`config.mk`:
```
export PLATFORM = sky130hd
export DESIGN_NAME = fpu_r4_operand_seq
export DESIGN_NICKNAME = d
export VERILOG_FILES = /design/src/rtl/fpu_r4_operand_seq.sv
export SDC_FILE = /design/constraint.sdc
export NUM_CORES = 1
export LEC_CHECK = 0
export CAP_MARGIN = 20
export CORE_MARGIN = 2
export CORE_UTILIZATION = 40
export CTS_BUF_LIST = sky130_fd_sc_hd__clkbuf_2 sky130_fd_sc_hd__clkbuf_4 sky130_fd_sc_hd__clkbuf_8
export DETAILED_ROUTE_END_ITERATION = 16
export PLACE_DENSITY = 0.78
export SLEW_MARGIN = 10
export SYNTH_ARGS = -nofsm -noshare
export SYNTH_HDL_FRONTEND = slang
export SYNTH_SLANG_ARGS = --single-unit
```
`constraint.sdc`:
```
create_clock -name clk_i -period 1.89 [get_ports clk_i]
set_clock_uncertainty 0.15 [all_clocks]
set_input_delay 0.2835 -clock clk_i [delete_from_list [all_inputs] [get_ports clk_i]]
set_output_delay 0.2835 -clock clk_i [all_outputs]
set_load 0.1 [all_outputs]
```
`src/rtl/fpu_r4_operand_seq.sv`:
```
// Issue sequencer for R4-type binary16 FMA ops: fetches three operands over two reads,
// applies op sign flips, holds them for FMA_LAT cycles, then hands the result to writeback.
// Optional: define FPU_SEQ_CANON_NAN_EN to canonicalise NaN results to 16'h7E00 at capture.
module fpu_r4_operand_seq #(
    parameter int unsigned WIDTH   = 16,
    parameter int unsigned AW      = 5,
    parameter int unsigned FMA_LAT = 1
) (
    input  logic             clk_i,
    input  logic             rst_ni,
    input  logic             req_valid_i,
    output logic             req_ready_o,
    input  logic [1:0]       req_op_i,
    input  logic [AW-1:0]    req_rs1_i,
    input  logic [AW-1:0]    req_rs2_i,
    input  logic [AW-1:0]    req_rs3_i,
    input  logic [AW-1:0]    req_rd_i,
    output logic [AW-1:0]    rf_raddr_a_o,
    output logic [AW-1:0]    rf_raddr_b_o,
    input  logic [WIDTH-1:0] rf_rdata_a_i,
    input  logic [WIDTH-1:0] rf_rdata_b_i,
    output logic [WIDTH-1:0] fma_rs1_o,
    output logic [WIDTH-1:0] fma_rs2_o,
    output logic [WIDTH-1:0] fma_rs3_o,
    input  logic [WIDTH-1:0] fma_rd_i,
    output logic             wb_valid_o,
    input  logic             wb_ready_i,
    output logic [AW-1:0]    wb_addr_o,
    output logic [WIDTH-1:0] wb_data_o,
    output logic             busy_o
);
    localparam int unsigned CNT_W = 2;
    localparam logic [CNT_W-1:0] CNT_LAST = CNT_W'(FMA_LAT - 1);
    localparam logic [WIDTH-1:0] SIGN_MASK = {1'b1, {(WIDTH-1){1'b0}}};
`ifdef FPU_SEQ_CANON_NAN_EN
    localparam logic [WIDTH-1:0] CANON_NAN = WIDTH'(16'h7E00);
`endif

    typedef enum logic [2:0] {IDLE, READ_AB, READ_C, EXEC, WB} state_e;

    state_e           state_q, state_d;
    logic [1:0]       op_q, op_d;
    logic [AW-1:0]    rs3_q, rs3_d;
    logic [AW-1:0]    rd_q, rd_d;
    logic [AW-1:0]    raddr_a_q, raddr_a_d;
    logic [AW-1:0]    raddr_b_q, raddr_b_d;
    logic [WIDTH-1:0] op1_q, op1_d;
    logic [WIDTH-1:0] op2_q, op2_d;
    logic [WIDTH-1:0] op3_q, op3_d;
    logic [CNT_W-1:0] cnt_q, cnt_d;
    logic [WIDTH-1:0] wb_data_q, wb_data_d;
    logic [AW-1:0]    wb_addr_q, wb_addr_d;
    logic             wb_valid_q, wb_valid_d;
    logic             req_ready_q, req_ready_d;
    logic             busy_q, busy_d;
    logic [WIDTH-1:0] res_c;

    // Result as it will be stored at capture
    always_comb begin
        res_c = fma_rd_i;
`ifdef FPU_SEQ_CANON_NAN_EN
        if (fma_rd_i[14:10] == 5'h1F && fma_rd_i[9:0] != 10'h000) begin
            res_c = CANON_NAN;
        end
`endif
    end

    // Next-state and registered-output logic; sign flips are folded in when operands are latched
    always_comb begin
        state_d     = state_q;
        op_d        = op_q;
        rs3_d       = rs3_q;
        rd_d        = rd_q;
        raddr_a_d   = raddr_a_q;
        raddr_b_d   = raddr_b_q;
        op1_d       = op1_q;
        op2_d       = op2_q;
        op3_d       = op3_q;
        cnt_d       = cnt_q;
        wb_data_d   = wb_data_q;
        wb_addr_d   = wb_addr_q;
        wb_valid_d  = wb_valid_q;
        req_ready_d = req_ready_q;
        busy_d      = busy_q;

        case (state_q)
            IDLE: begin
                if (req_valid_i) begin
                    op_d        = req_op_i;
                    rs3_d       = req_rs3_i;
                    rd_d        = req_rd_i;
                    raddr_a_d   = req_rs1_i;
                    raddr_b_d   = req_rs2_i;
                    req_ready_d = 1'b0;
                    busy_d      = 1'b1;
                    state_d     = READ_AB;
                end
            end
            READ_AB: begin
                op1_d     = rf_rdata_a_i ^ (op_q[1] ? SIGN_MASK : '0);
                op2_d     = rf_rdata_b_i;
                raddr_a_d = rs3_q;
                raddr_b_d = '0;
                state_d   = READ_C;
            end
            READ_C: begin
                op3_d     = rf_rdata_a_i ^ (op_q[0] ? SIGN_MASK : '0);
                cnt_d     = '0;
                raddr_a_d = '0;
                state_d   = EXEC;
            end
            EXEC: begin
                if (cnt_q == CNT_LAST) begin
                    wb_data_d  = res_c;
                    wb_addr_d  = rd_q;
                    wb_valid_d = 1'b1;
                    state_d    = WB;
                end else begin
                    cnt_d = cnt_q + CNT_W'(1);
                end
            end
            WB: begin
                if (wb_ready_i) begin
                    wb_valid_d  = 1'b0;
                    req_ready_d = 1'b1;
                    busy_d      = 1'b0;
                    state_d     = IDLE;
                end
            end
            default: begin
                state_d     = IDLE;
                wb_valid_d  = 1'b0;
                req_ready_d = 1'b1;
                busy_d      = 1'b0;
            end
        endcase
    end

    always_ff @(posedge clk_i or negedge rst_ni) begin
        if (!rst_ni) begin
            state_q     <= IDLE;
            op_q        <= '0;
            rs3_q       <= '0;
            rd_q        <= '0;
            raddr_a_q   <= '0;
            raddr_b_q   <= '0;
            op1_q       <= '0;
            op2_q       <= '0;
            op3_q       <= '0;
            cnt_q       <= '0;
            wb_data_q   <= '0;
            wb_addr_q   <= '0;
            wb_valid_q  <= 1'b0;
            req_ready_q <= 1'b1;
            busy_q      <= 1'b0;
        end else begin
            state_q     <= state_d;
            op_q        <= op_d;
            rs3_q       <= rs3_d;
            rd_q        <= rd_d;
            raddr_a_q   <= raddr_a_d;
            raddr_b_q   <= raddr_b_d;
            op1_q       <= op1_d;
            op2_q       <= op2_d;
            op3_q       <= op3_d;
            cnt_q       <= cnt_d;
            wb_data_q   <= wb_data_d;
            wb_addr_q   <= wb_addr_d;
            wb_valid_q  <= wb_valid_d;
            req_ready_q <= req_ready_d;
            busy_q      <= busy_d;
        end
    end

    assign req_ready_o  = req_ready_q;
    assign rf_raddr_a_o = raddr_a_q;
    assign rf_raddr_b_o = raddr_b_q;
    assign fma_rs1_o    = op1_q;
    assign fma_rs2_o    = op2_q;
    assign fma_rs3_o    = op3_q;
    assign wb_valid_o   = wb_valid_q;
    assign wb_addr_o    = wb_addr_q;
    assign wb_data_o    = wb_data_q;
    assign busy_o       = busy_q;

endmodule

```
==> results of run 1 <==
placed cells by master, fill, tap and decap left out, drive strengths merged, types with 2 or more instances in the layout:
master / n
clkdlybuf4s50: 72
a21oi: 6
nor2b: 6
o22a: 6
mux2: 79
xnor2: 2
clkinvlp: 3
nor3b: 2
buf: 95
nor3: 2
o21ai: 11
bufinv: 3
a22o: 5
nor2: 6
clkbuf: 10
nand2: 5
dfrtp: 98
o22ai: 2
inv: 4
layer usage:
layer  track usage  vias up  part of all wire
met1        0.2035     1332              0.40
met2        0.3052      106              0.51
met4       0.06680        0             0.017
met3       0.06847       14             0.080
met5             0        -                 0
li1              -     1244                 -
timing repair:
action / 4_1_cts / 5_1_grt
hold buffers: 1 / 0
buffers inserted: 0 / 0
setup endpoints to repair: 0 / 0
endpoints found under the hold margin: 29 / 0
through the flow:
step	area [µm²]	util	cells	setup WS [ns]	TNS, ns
4_1_cts	6808	0.7063	563	0.1342	0
6_report	6808	0.7063	563	0.1403	0
3_5_place_dp	6548	0.6793	546	-0.008986	-0.01386
3_3_place_gp	6548	0.6793	546	0.02865	0
5_1_grt	6808	0.7063	563	0.07501	0
2_1_floorplan	3933	-	259	0.1225	0
path summary, 6_finish.rpt:
check                                 from             to  slack, ns  cells after the start
min in group clk_i                 rd_q[4]   wb_addr_o[4]       0.36                      1
worst max register to register  state_q[2]   wb_data_o[7]       0.14                      4
worst min-delay path                rst_ni  fma_rs2_o[11]       0.25                      2
max in group asynchronous           rst_ni   fma_rs3_o[6]       0.79                      3
worst min register to register     rd_q[4]   wb_addr_o[4]       0.36                      1
worst max-delay path            state_q[2]   wb_data_o[7]       0.14                      4
cell type report:
class / count / area (µm²)
well taps: 133 / 166.4
clock inverters: 6 / 112.6
multi-input cells: 143 / 1353
clock buffers: 10 / 137.6
inverters: 4 / 15.01
flip-flops and latches: 99 / 2479
repair buffers: 168 / 2545
fillers: 689 / 2831
registers in the layout, indices dropped and copies added (netlist names):
| name | cells |
|---|---|
| wb_addr_o | 5 |
| fma_rs1_o | 16 |
| cnt_q | 2 |
| wb_valid_o | 1 |
| rf_raddr_b_o | 5 |
| rs3_q | 5 |
| rd_q | 5 |
| wb_data_o | 16 |
| fma_rs3_o | 16 |
| state_q | 3 |
| fma_rs2_o | 16 |
| req_ready_o | 1 |
| rf_raddr_a_o | 5 |
| op_q | 2 |
| busy_o | 1 |
worst max-delay path, stage by stage (launching register included):
cell,delay [ns]
dfrtp_1,0.55
and2b_1,0.29
nand3_2,0.11
buf_12,0.18
mux2_2,0.35
cells by family after synthesis:
family / after synthesis / synth area share
mux: 79 / 0.2310
fa+ha+maj: 1 / 0.003181
simple gates: 27 / 0.04741
xor+xnor: 2 / 0.004455
flops: 99 / 0.6303
buf+inv: 17 / 0.02577
compound gates: 34 / 0.05791
==> metrics.txt, run 1 <==
final slew viol count=0; CP Data Arrival Time=about 1.9 ns; DRT Pass-1 Iters=4; clk slew on worst S/H paths=~0.090 ns; Main synth FF type=dfrtp_1; DRC violations left=0; final hold slack=0.2548 ns; Final Hold Vio Count=0; fin crit period=about 1.7 ns; EDFF count, synth=0; Rel. slew slack=0.6914; gpl congestion=just under 0.8; register area share after synthesis=0.6303; final period utilization=0.9258; worst slew pin tran=about 0.46 ns; Critical Path RT=~2.0 ns; Die W=slightly above 100 µm; critical path endpoint category=register; P&R area growth vs syn=73.11%; Root Buffer=clkbuf_8; Final ANT Viol Nets=0; total vias in the final route=between 2000 and 3000; antenna diode count=0; leading area contributor after synthesis=dfrtp_1; count of routing violations after the opening detailed-route iteration=64; core area=9639 µm²; unrepaired setup endpoints after global routing=no; max_cap viols=0; Async SR Flop Fraction=1.000; first-pass GRT wire length=between 10000 and 15000 µm; Clock Sinks=99; PortBufs=approximately 160; Total Nets Final=500; Post-Syn Area per Cell=~15 µm²; final number of setup-violating endpoints=0; worst-case clock buffer depth=2; outcome=completed; number of global-route vias before repair=around 2900; I/O pins=about 160; most numerous cell in the Yosys netlist=dfrtp_1; die height=around 100 µm; Clock Latency Late Sink=between 0.3 and 0.4 ns; share of layout cells above drive strength 1=0.4512; f_max=571.5 MHz; WL per Instance=15.95 µm; crit path max fanout=22; most frequent cells after synthesis=98 x dfrtp_1, 71 x mux2_2, 11 x o21ai_0; area share of the largest cell type after synthesis=0.6236; GR Overflow Total=0; cell count after synthesis=roughly 260; Hold Path Class=in2async; largest net degree at the start of global routing=38; H-tree levels=3; CP startpoint kind=register; Netlist Area Pre-Place=roughly 3900 µm²; syn nets=~330; detailed placer's ending HPWL=between 6000 and 7000 µm; Vias/cell=~4.8; Initial Utilization=0.4080; CTS tree=built; Yosys warning total=0; GR Util All Layers=0.1786; Distinct cells, synth=32; Synth area leaders=dfrtp_1 62%, mux2_2 20%, mux2_4 1.9%; antenna violations before repair=0; Crit Path Class=reg2reg; full die area=~11000 µm²; Num CTS Buffers=9; flops & latches, synth=a little under 100; # rows=36; Post-CTS Resized=0; DRT Wirelength=roughly 9000 µm
Power of run 1 is not shown: default switching activity piles up to over one toggle a cycle in this logic, so the estimate is an artifact.
==> inputs of run 2 (changes only) <==
ABC_CLOCK_PERIOD_IN_PS = 1890   (was unset)
==> results of run 2 <==
Same layout as run 1: the final DEF is identical, and so are final timing and power.
Power of run 2 is left out for the same reason.
==> inputs of run 3 (changes only) <==
ABC_CLOCK_PERIOD_IN_PS = unset   (was 1890)
CAP_MARGIN = unset   (was 20)
SLEW_MARGIN = unset   (was 10)
==> results of run 3 <==
Same layout as run 1: the final DEF is identical, and so are final timing and power.
Power of run 3 is left out for the same reason.
